### src/rtl/seq_shifter_if.sv
// seq_shifter_if: request/result handshake bundle for the multi-cycle shifter
`timescale 1ns/1ps
interface seq_shifter_if #(
  parameter int n = 32
);
  localparam int SHW = $clog2(n);
  logic           in_valid;
  logic           in_ready;
  logic [n-1:0]   in_data;
  logic [SHW-1:0] in_shamt;
  logic [1:0]     in_mode;
  logic           out_valid;
  logic           out_ready;
  logic [n-1:0]   out_data;
  logic           out_overflow;
  logic           busy;
  modport master (
    output in_valid, in_data, in_shamt, in_mode, out_ready,
    input  in_ready, out_valid, out_data, out_overflow, busy
  );
  modport slave (
    input  in_valid, in_data, in_shamt, in_mode, out_ready,
    output in_ready, out_valid, out_data, out_overflow, busy
  );
endinterface

### src/rtl/seq_shifter.sv
// seq_shifter: multi-cycle SLL/SRL/SRA/ROL unit moving at most STEP bits per cycle
`timescale 1ns/1ps
module seq_shifter #(
  parameter int n    = 32,
  parameter int STEP = 4
) (
  input logic           clk,
  input logic           reset,
  seq_shifter_if.slave  bus
);
  localparam int SHW = $clog2(n);
  localparam logic [1:0] SLL = 2'b00, SRL = 2'b01, SRA = 2'b10, ROL = 2'b11;
  typedef enum logic [1:0] {IDLE, BUSY, DONE} state_t;
  state_t         state_q, state_d;
  logic [n-1:0]   data_q, data_d;
  logic [1:0]     mode_q, mode_d;
  logic [SHW-1:0] rem_q, rem_d;
  logic           ovf_q, ovf_d;
  logic [SHW:0]   rem_ext, k, nk;
  logic [n-1:0]   sll, srl, sra, rol, spill, step_res;
  always_ff @(posedge clk or posedge reset) begin
    if (reset) begin
      state_q <= IDLE;
      data_q  <= '0;
      mode_q  <= SLL;
      rem_q   <= '0;
      ovf_q   <= 1'b0;
    end else begin
      state_q <= state_d;
      data_q  <= data_d;
      mode_q  <= mode_d;
      rem_q   <= rem_d;
      ovf_q   <= ovf_d;
    end
  end
  // SRA keeps data_q's MSB equal to the original sign, so it doubles as the fill bit
  always_comb begin
    rem_ext  = {1'b0, rem_q};
    k        = rem_ext < (SHW+1)'(STEP) ? rem_ext : (SHW+1)'(STEP);
    nk       = (SHW+1)'(n) - k;
    sll      = data_q << k;
    srl      = data_q >> k;
    sra      = srl | (data_q[n-1] ? ~({n{1'b1}} >> k) : '0);
    spill    = data_q >> nk;
    rol      = sll | spill;
    step_res = mode_q == SLL ? sll : mode_q == SRL ? srl : mode_q == SRA ? sra : rol;
  end
  always_comb begin
    state_d = state_q;
    data_d  = data_q;
    mode_d  = mode_q;
    rem_d   = rem_q;
    ovf_d   = ovf_q;
    unique case (state_q)
      IDLE: if (bus.in_valid && bus.in_ready) begin
        data_d  = bus.in_data;
        mode_d  = bus.in_mode;
        rem_d   = bus.in_shamt;
        ovf_d   = 1'b0;
        state_d = bus.in_shamt == '0 ? DONE : BUSY;
      end
      BUSY: begin
        data_d  = step_res;
        ovf_d   = ovf_q | (mode_q == SLL && |spill);
        rem_d   = rem_q - k[SHW-1:0];
        state_d = rem_d == '0 ? DONE : BUSY;
      end
      DONE: state_d = bus.out_ready ? IDLE : DONE;
      default: state_d = IDLE;
    endcase
  end
  always_comb begin
    bus.in_ready     = state_q == IDLE && !reset;
    bus.out_valid    = state_q == DONE;
    bus.busy         = state_q != IDLE;
    bus.out_data     = data_q;
    bus.out_overflow = ovf_q;
  end
endmodule
### src/flat_wrapper.sv
// flat-port wrapper written by rule: the top's interface ports become plain ports
module seq_shifter_flat 
#(
  parameter int n    = 32,
  parameter int STEP = 4
)
  (clk, reset, bus_in_valid, bus_in_data, bus_in_shamt, bus_in_mode, bus_out_ready, bus_in_ready, bus_out_valid, bus_out_data, bus_out_overflow, bus_busy);
  seq_shifter_if #(.n(n)) bus_i ();
  input logic clk;
  input logic reset;
  input wire logic [$bits(bus_i.in_valid)-1:0] bus_in_valid;
  input wire logic [$bits(bus_i.in_data)-1:0] bus_in_data;
  input wire logic [$bits(bus_i.in_shamt)-1:0] bus_in_shamt;
  input wire logic [$bits(bus_i.in_mode)-1:0] bus_in_mode;
  input wire logic [$bits(bus_i.out_ready)-1:0] bus_out_ready;
  output wire logic [$bits(bus_i.in_ready)-1:0] bus_in_ready;
  output wire logic [$bits(bus_i.out_valid)-1:0] bus_out_valid;
  output wire logic [$bits(bus_i.out_data)-1:0] bus_out_data;
  output wire logic [$bits(bus_i.out_overflow)-1:0] bus_out_overflow;
  output wire logic [$bits(bus_i.busy)-1:0] bus_busy;
  assign bus_i.in_valid = bus_in_valid;
  assign bus_i.in_data = bus_in_data;
  assign bus_i.in_shamt = bus_in_shamt;
  assign bus_i.in_mode = bus_in_mode;
  assign bus_i.out_ready = bus_out_ready;
  assign bus_in_ready = bus_i.in_ready;
  assign bus_out_valid = bus_i.out_valid;
  assign bus_out_data = bus_i.out_data;
  assign bus_out_overflow = bus_i.out_overflow;
  assign bus_busy = bus_i.busy;
  seq_shifter #(.n(n), .STEP(STEP)) u_core (.clk(clk), .reset(reset), .bus(bus_i));
endmodule
### config.mk
export PLATFORM = sky130hd
export DESIGN_NAME = seq_shifter_flat
export DESIGN_NICKNAME = d
export VERILOG_FILES = /design/src/rtl/seq_shifter_if.sv /design/src/rtl/seq_shifter.sv /design/src/flat_wrapper.sv
export SDC_FILE = /design/constraint.sdc
export NUM_CORES = 1
export LEC_CHECK = 0
export ABC_AREA = 1
export CAP_MARGIN = 20
export CORE_MARGIN = 3
export CORE_UTILIZATION = 55
export CTS_CLUSTER_SIZE = 8
export DETAILED_ROUTE_END_ITERATION = 12
export PLACE_DENSITY = 0.8
export RECOVER_POWER = 100
export SLEW_MARGIN = 20
export SYNTH_ARGS = -nofsm -noshare
export SYNTH_HDL_FRONTEND = slang
export SYNTH_SLANG_ARGS = --single-unit
export TNS_END_PERCENT = 100
### constraint.sdc
create_clock -name clk -period 2.3 [get_ports clk]
set_input_delay 0.23 -clock clk [delete_from_list [all_inputs] [get_ports clk]]
set_output_delay 0.23 -clock clk [all_outputs]
set_load 0.05 [all_outputs]
**Word level (Yosys, flattened, before mapping)**

Cells that the tools add are included.

- Bits in registers: 42
- Word-level logic and storage cells: 50
- Input bits: 43
- Output and inout bits: 36

- Bitwise logic cells: 4
- Eq/ne operators: 5
- Muxes and demuxes: 16
- Reductions and logical operators: 13
- Order comparisons: 1
- $add $sub $neg: 2
- Shift-type cells: 4

Operators by type and width:

| operator | number |
|---|---|
| two-way mux 32 bit | 5 |
| OR 32 bit | 2 |
| case mux 32 bit (2 select lines) | 1 |
| right shift 32 x 6 -> 32 bit | 2 |
| inverter 32 bit | 1 |
| OR reduction 32 bit | 1 |
| << shifter 32 x 6 -> 32 bit | 1 |
| right shift 32 x 6 -> 32 bit, first input constant | 1 |
| zero test 5 bit | 2 |
| two-way mux 5 bit | 2 |
| case mux 5 bit (2 select lines) | 1 |
| two-way mux 2 bit | 4 |
| case mux 2 bit (3 select lines) | 1 |
| subtractor 6 bit, first input constant | 1 |
| less-than comparator 5 x 3 -> 1 bit, second input constant | 1 |
| subtractor 5 bit | 1 |
| equality test 2 x 1 -> 1 bit, second input constant | 2 |
| equality test 2 bit, second input constant | 2 |
| zero test 2 bit | 2 |
| AND reduction 2 bit | 2 |
| nonzero test 2 bit | 2 |
| logical AND 1 bit | 3 |
| inequality test 2 x 1 -> 1 bit, second input constant | 1 |
| case mux 1 bit (2 select lines) | 1 |
| other kinds (3) | 3 |

**Depth between registers and ports, before layout**

Gate-level depths: netlist (run 1).

- Depth after elaboration: 10
- Gate-level depth with buffers: 14
- Depth with buffers taken out: 13

**Least setup slack after synthesis (run 1)**

No wires, ideal clock.

- Path type: register to register
- From: register u_core.state_q[0]
- To: register u_core.data_q[20], in the netlist u_core.bus.out_data[20]
- Data required time: 2.176 ns
- Clock period less this slack: 2.617 ns
- Buffers on the path: 0
- Data arrival time: 2.493 ns
- Cell stages (with the launch flop): 9
- Setup time: 0.124 ns
- Setup slack: -0.317 ns
- Cells stage by stage: dfrtp_1 -> nor2_1 -> inv_1 -> nor2_1 -> nand2_1 -> nand2_2 -> inv_2 -> a32o_1 -> o21bai_1

- Cells in the longest elaborated chain, start to end: 5
- Elaborated cells between the ends (all ways): 8
- Classes of those cells: eq/ne (2); mux (1); reduce/logical (5)

Ends and longest elaborated chain:

| what | RTL line | text |
|---|---|---|
| start, declared | seq_shifter.sv:14 | `state_t state_q, state_d;` |
| start signal, assigned | seq_shifter.sv:29 | `state_q <= state_d;` |
| zero test 2 bit | seq_shifter.sv:73 | `bus.in_ready = state_q == IDLE && !reset;` |
| logical AND 1 bit | seq_shifter.sv:73 |  |
| named net bus_in_ready | flat_wrapper.sv:16 | `output wire logic [$bits(bus_i.in_ready)-1:0] bus_in_ready;` |
| logical AND 1 bit | seq_shifter.sv:55 | `IDLE: if (bus.in_valid && bus.in_ready) begin` |
| inequality test 2 x 1 -> 1 bit (no line) | - |  |
| AND reduction 2 bit (no line) | - |  |
| end signal, assigned | seq_shifter.sv:30 | `data_q <= data_d;` |
| end, declared | seq_shifter.sv:15 | `logic [n-1:0] data_q, data_d;` |

The timed path passes the listed nets, and every way through them passes these cells.
A chain may end at the register's enable or synchronous reset.

**Worst setup path after layout (run 1)**

- From: register u_core.mode_q[0]
- To: register u_core.data_q[27], in the netlist u_core.bus.out_data[27]

- Cells in the longest elaborated chain, start to end: 5
- Elaborated cells between the ends (all ways): 7
- Classes of those cells: eq/ne (2); mux (4); reduce/logical (1)

Ends and longest elaborated chain:

| what | RTL line | text |
|---|---|---|
| start, declared | seq_shifter.sv:16 | `logic [1:0] mode_q, mode_d;` |
| start signal, assigned | seq_shifter.sv:31 | `mode_q <= mode_d;` |
| equality test 2 bit | seq_shifter.sv:46 | `step_res = mode_q == SLL ? sll : mode_q == SRL ? srl : mode_q == SRA ? sra : rol;` |
| two-way mux 32 bit (2 in series) | seq_shifter.sv:46 |  |
| two-way mux 32 bit * | seq_shifter.sv:46 |  |
| case mux 32 bit (2 select lines) * | seq_shifter.sv:54 | `unique case (state_q)` |

Every way passes the cells marked *; elsewhere a longest branch is shown, timed or not.

==> results of run 1 <==
[cells in the final DEF, fill, tap and decap left out, drive strengths merged, types with 10 or more instances in the layout]
| cell | count |
|---|---|
| nor2 | 56 |
| clkbuf | 10 |
| a21oi | 42 |
| o211ai | 17 |
| dfrtp | 42 |
| buf | 37 |
| nand2 | 271 |
| dlygate4sd3 | 35 |
| clkdlybuf4s50 | 42 |
| inv | 70 |
| nand3 | 110 |
| o21ai | 78 |
| nand4 | 31 |
[flip-flops by register name, summed over array words and instances, names as in the netlist]
name and flops:
u_core.rem_q 5, u_core.bus.out_overflow 1, u_core.bus.out_data 32, u_core.mode_q 2
u_core.state_q 2
[report_power, final]
part	internal (mW)	switching (mW)
clock network	0.210	0.288
logic	2.42	5.36
registers	1.13	0.482
[kinds of logic (layout without fill, tap and decap cells)]
| group | Yosys count | after routing | share of synthesized area, % |
|---|---|---|---|
| DFF | 42 | 42 | 22.9 |
| xor gates and xnor gates | 1 | 1 | 0.191 |
| other | 1 | 1 | 0.0818 |
| buffers and inverters | 120 | 197 | 10.7 |
| and+or+nand+nor | 476 | 476 | 45.7 |
| AOI/OAI and AO/OA | 159 | 159 | 19.6 |
| adders and majority gates | 3 | 3 | 0.819 |
[how the worst min path moves through the flow]
stage	startpoint	slack, ns	end
2_1_floorplan	bus_in_mode[0]	0.35	u_core.mode_q[0]
3_3_place_gp	u_core.bus.out_overflow	0.46	u_core.bus.out_overflow
3_5_place_dp	u_core.bus.out_overflow	0.50	u_core.bus.out_overflow
4_1_cts	reset	0.39	u_core.rem_q[0]
5_1_grt	bus_in_data[29]	0.50	u_core.bus.out_data[29]
6_report	reset	0.46	u_core.rem_q[1]
[cell type report]
type                       count  area (µm²)
clock buffer                   7        76.3
tap                          102         128
fill                         725        2240
inverter                      72         273
timing repair buffer         118        1070
sequential                    42        1050
multi-input combinational    640        3040
[routing by layer]
| layer | part of all wire [%] | wire length (µm) | global-route usage, % |
|---|---|---|---|
| met3 | 13 | 2280 | 7.11 |
| met4 | 2.9 | 497 | 9.90 |
| met2 | 45 | 7740 | 56.5 |
| met5 | 0 | 0 | 0 |
| met1 | 39 | 6820 | 48.8 |
[metrics by stage]
stage | cell area [µm²] | hold WS [ns] | total power [mW] | setup WS [ns]
2_1_floorplan | 4590 | 0.351 | 6.88 | 0.00805
3_3_place_gp | 5560 | 0.465 | 9.13 | 0.255
3_5_place_dp | 5560 | 0.498 | 9.22 | 0.161
4_1_cts | 5640 | 0.390 | 9.74 | 0.131
5_1_grt | 5640 | 0.503 | 10.6 | -0.000916
6_report | 5640 | 0.455 | 9.89 | 0.0670
[worst max-delay path: stages, from the launching register on]
cell     delay [ns]
dfrtp_1        0.45
nor2_1         0.31
inv_2          0.16
nand2_2        0.11
inv_2          0.08
nor2_2         0.37
buf_4          0.24
nand3_1        0.10
nand3_1        0.08
nor2_1         0.05
nand2_1        0.10
nand2_1        0.07
nand2_1        0.05
[what timing repair did]
| item | in CTS | in global routing |
|---|---|---|
| buffers inserted | 0 | 3 |
| setup endpoints to repair | 0 | 5 |
| resized for setup | 0 | 3 |
==> summary.md, run 1 <==
| Metric | Value |
|---|---|
| Status | completed |
| Setup Skew | 0.00626 ns |
| Synth top area share | between 20% and 30% |
| Post-synth top flop | dfrtp_1 |
| Reg2reg setup slack | roughly 0.067 ns |
| Worst-Skew Late Latency | between 0.3 and 0.4 ns |
| Most common cell in the synthesized netlist | nand2_1 |
| CTS max path bufs | 2 |
| Syn. warnings | 0 |
| Hold Fails Final Rpt | 0 |
| Worst hold path type | in2async |
| Drt drc | 0 |
| DRT antenna net count | 0 |
| Die area | 9470 µm² |
| Detailed Place HPWL | 12800 µm |
| Max_cap viols | 0 |
| Mapped Area | 4580 µm² |
| Initial antenna violation count | 0 |
| Endpoints failing setup | 0 |
| Ant. Diodes | 0 |
| Worst setup path end | u_core.bus.out_data[27] |
| # IOs | 79 |
| Post-synth cell types | 40 |
| Fmax | 448 MHz |
| Fin crit period | 2.23 ns |
| H-tree levels | 2 |
| Critical path origin | u_core.mode_q[0] |
| Peak VDD IR | between 1 and 1.5 mV |
| Critical path endpoint category | flop |
| Reg2reg path depth | 12 |
| Share of layout cells above drive strength 1 | under 10% |
| Largest cells by area after synthesis | dfrtp_1, nand2_1, nand3_1 |
| Crit Reg-Reg Startpoint | u_core.mode_q[0] |
| Commonest cells in the netlist | nand2_1, nand3_1, o21ai_0 |
| Pre-Repair DR Iteration Count | 5 |
| Layout area overhead | 23.1% |
| Post-Layout Cell Count | approximately 1000 |
| Net Count, Synth | 848 |
| Number of flops mapped to enable cells by yosys | 0 |
| Slew headroom | approximately 28% |
| RePlAce Congestion | 1.09 |
| Setup TNS | 0 ns |
| Final Core Density | 71.6% |
| CTS sink cnt | 42 |
| Num CTS Buffers | 5 |
| RSZ-0062 raised after global routing | true |
| Crit start category | flop |
| Crit share post-route | a little over nine tenths |
| PwrDens | 1750 nW/µm² |
| Crit path max fanout | 9 |
| Initial core utilization | 58.1% |
| Avg Vias per Cell | 6.31 |
| CTS tree | done |
| Inst Count DP | 971 |
| Total wire length | 17300 µm |
| Ys async rst share | 100% |
| CP Class | reg2reg |
| First-pass GRT wire length | 27900 µm |
| Largest net degree at the start of global routing | 28 |
| Drt wl/cell | roughly 18 µm |
| Leak | 2.73 nW |
| Synth Area per Inst | 5.72 µm² |
| Vias | 6187 |
| Final Max Tran Viols | 0 |
| CP required | 2.55 ns |
| Die Ht | approximately 97 µm |
| Die extent in x | slightly below 100 µm |
| Post-CTS Hold Fix Bufs | 0 |
| Worst Max-Slew Pin Slew | 1.09 ns |
| Reg2reg end | u_core.bus.out_data[27] |
| Clk pin slew, worst setup/hold paths | ~0.09 ns |
| Critical Path AT | approximately 2.5 ns |
| DR iter-0 viols | 834 |
| GRT Total Usage | around 35% |
| Port Buffers | 78 |
| Seq cells post-synth | 42 |
| Fin nets | between 900 and 1000 |
| Area leader, netlist | dfrtp_1 |
| Synthesized netlist cell count | 802 |
| Root Buffer | clkbuf_8 |
| Grt ovf | 0 |
| Sequential share of the synthesized area | 22.9% |
| Number of global-route vias before repair | 5638 |
| Num rows | 32 |
| Core ar. | between 7000 and 8000 µm² |
No activity file was read; power rests on OpenSTA's default activity.
==> run 2, diff against run 1 <==
ABC_AREA = default   (was 1)
CORE_UTILIZATION = 56   (was 55)
==> run 2 against run 1 <==
  * The flow now finishes with violations (negative setup slack)
  * Critical path depth is 5 lower
  * Synthesized area is 7.3% higher
  * First-iteration DRC count is 15% lower
==> summary.md, run 2 <==
| Metric | Value |
|---|---|
| Number of flops mapped to enable cells by yosys | 0 |
| Mapped Area | 4920 µm² |
| Post-synth top flop | dfrtp_1 |
| Failing checks | negative setup slack |
| Setup Skew | 0.00637 ns |
| CP required | 2.47 ns |
| Grt ovf | 0 |
| Pre-Repair DR Iteration Count | 6 |
| # IOs | between 70 and 80 |
| Worst-Skew Late Latency | 0.30 ns |
| Endpoints failing setup | 2 |
| Post-synth cell types | 69 |
| Die extent in x | ~100 µm |
| Post-Layout Cell Count | 849 |
| Status | complete, but fails checks |
| Die Ht | 99.7 µm |
| Syn. warnings | 0 |
| Fin crit period | roughly 2.3 ns |
| Largest register FFs | 32 |
| Fmax | 432 MHz |
| Ant. Diodes | 0 |
| Core ar. | 8380 µm² |
| Post-synthesis xor/xnor area fraction | 0.712% |
| Peak VDD IR | 0.970 mV |
| Metal-1 WL | 7330 µm |
| Largest net degree at the start of global routing | 43 |
| CTS max path bufs | 2 |
| Simple-gate portion of the synthesized area | a little over a fifth |
| H-tree levels | 2 |
| Clk pin slew, worst setup/hold paths | 0.08 ns |
| Ys async rst share | 100% |
| GRT Total Usage | 39.2% |
| Critical Path AT | between 2 and 2.5 ns |
| Worst hold path type | in2reg |
| Most common cell after layout, fill and taps aside | nand2_1 |
| Number of fill cells | 648 |
| Area leader, netlist | dfrtp_1 |
| Largest cells by area after synthesis | dfrtp_1, nand2_1, mux4_2 |
| DR iter-0 viols | around 700 |
| Num rows | 33 |
| Largest family of logic cells by synthesized area | compound AO/OA/AOI/OAI gates |
| Synth Area in Adders | 0.763% |
| Post-DP Area | 6130 µm² |
| RSZ-0062 raised after global routing | true |
| First-pass GRT wire length | 31100 µm |
| Final Max Tran Viols | 0 |
| Detailed Place HPWL | ~14000 µm |
| CTS sink cnt | 42 |
| Slew headroom | 16.8% |
| Leak | approximately 2.6 nW |
| Num CTS Buffers | 5 |
| Net Count, Synth | 709 |
| RePlAce Congestion | 0.995 |
| Most common cell in the synthesized netlist | nand2_1 |
| Critical path origin | u_core.rem_q[3] |
| Worst Max-Slew Pin Slew | 1.25 ns |
| Initial core utilization | 58.7% |
| Total wire length | approximately 20000 µm |
| Max_cap viols | 0 |
| Port Buffers | 78 |
| Synthesized netlist cell count | 663 |
| Die area | 9940 µm² |
| Most frequent cells in the layout | nand2_1, clkdlybuf4s50_1, buf_4, a21oi_1, nor2_1 |
| Fin nets | 789 |
| Met2 wire length | 9100 µm |
| Synth Area per Inst | 7.42 µm² |
| Vias | a little over 6000 |
| Drt drc | 0 |
| Layout area overhead | 30.3% |
| Compound-cell area share of the yosys netlist | between 30% and 40% |
| Fin area | between 6000 and 7000 µm² |
| Post-synthesis mux area share | between 10% and 20% |
| Crit start category | flop |
| Metal3 WL | 2580 µm |
| CTS tree | done |
| CP Class | reg2reg |
| Number of global-route vias before repair | 5778 |
| Crit Reg-Reg Startpoint | u_core.rem_q[3] |
| Critical path endpoint category | flop |
| Commonest cells in the netlist | nand2_1, nor2_1, a21oi_1, clkbuf_1, o21ai_0 |
| Final Power | 11.8 mW |
| Worst Hold Launch | bus_in_mode[1] |
| Seq cells post-synth | 42 |
| PwrDens | 1850 nW/µm² |
| Avg Vias per Cell | 7.20 |
| Sequential share of the synthesized area | 21.4% |
| DRT antenna net count | 0 |
| Drt wl/cell | 23.2 µm |
| Crit share post-route | 101% |
| Initial antenna violation count | 0 |
| Hold Fails Final Rpt | 0 |
| Inst Count DP | 836 |
| Share of layout cells above drive strength 1 | 20.4% |
| Final setup margin | -0.0152 ns |
| Synth top area share | about a fifth |
| DR top layer | met4 |
| Crit path max fanout | 6 |
| Root Buffer | clkbuf_8 |
## run 2: repair_timing
item | 4_1_cts | 5_1_grt
pin swaps | 1 | 9
setup endpoints to repair | 16 | 16
hold buffers | 0 | 0
gates resized for setup | 7 | 33
buffers inserted | 0 | 4
gates cloned | 0 | 1
## run 2: critical path, stage by stage, from the launching register on
cell and delay (ns):
dfrtp_1 0.41, buf_4 0.16, or4b_4 0.61, and2_4 0.21
o311ai_4 0.23, a21bo_1 0.25, a221oi_2 0.24, a311oi_1 0.08
## run 2: cell type report
class / count / area (µm²) / share of cell area (%)
clock buffers: 8 / 80.1 / 1.25
inverters: 11 / 46.3 / 0.722
multi-input cells: 522 / 3630 / 56.7
flip-flops and latches: 42 / 1050 / 16.4
well taps: 105 / 131 / 2.05
repair buffers: 161 / 1460 / 22.8
## run 2: kinds of logic (layout without fill, tap and decap cells)
logic type,after synthesis,count (layout)
xor gates and xnor gates,4,4
and+or+nand+nor,233,233
buffers and inverters,99,180
AOI/OAI and AO/OA,222,222
other,1,1
DFF,42,42
adders and majority gates,3,3
muxes,59,59
## run 2: power breakdown
part / total (mW) / internal, mW / switching [mW] / leakage [nW]
Combinational: 9.11 / 3.77 / 5.35 / 2.04
Sequential: 2.22 / 1.14 / 1.08 / 0.493
Clock: 0.503 / 0.217 / 0.286 / 0.0395
## run 2: through the flow
step	hold slack (ns)	utilization, %	setup TNS [ns]	setup slack, ns
after global placement	0.557	73.1	-0.190	-0.0787
after floorplan	0.335	-	-0.770	-0.264
after global routing	0.483	76.5	-0.158	-0.0518
after detailed placement	0.555	73.1	-0.722	-0.114
after CTS	0.458	74.4	0	0.00785
final	0.450	76.5	-0.0152	-0.0152
## run 2: layer usage
| layer | vias to the layer above | track usage (%) |
|---|---|---|
| met4 | 0 | 13.8 |
| met2 | 557 | 61.2 |
| met1 | 2851 | 54.9 |
| met5 | - | 0 |
| met3 | 77 | 6.52 |
| li1 | 2626 | - |
## run 2: final timing paths
kind / end / slack [ns] / cells past startpoint
setup / recovery: u_core.bus.out_data[0] / -0.02 / 7
hold / removal: u_core.mode_q[1] / 0.45 / 3
setup reg to reg: u_core.bus.out_data[0] / -0.02 / 7
hold reg to reg: u_core.bus.out_overflow / 0.57 / 2
max in group asynchronous: u_core.rem_q[0] / 0.63 / 3
min in group asynchronous: u_core.state_q[1] / 0.84 / 3
==> run 3, diff against run 2 <==
CAP_MARGIN = 15   (was 20)
==> results of run 3 <==
Same layout as run 2: the final DEF is identical, and so are final timing and power.
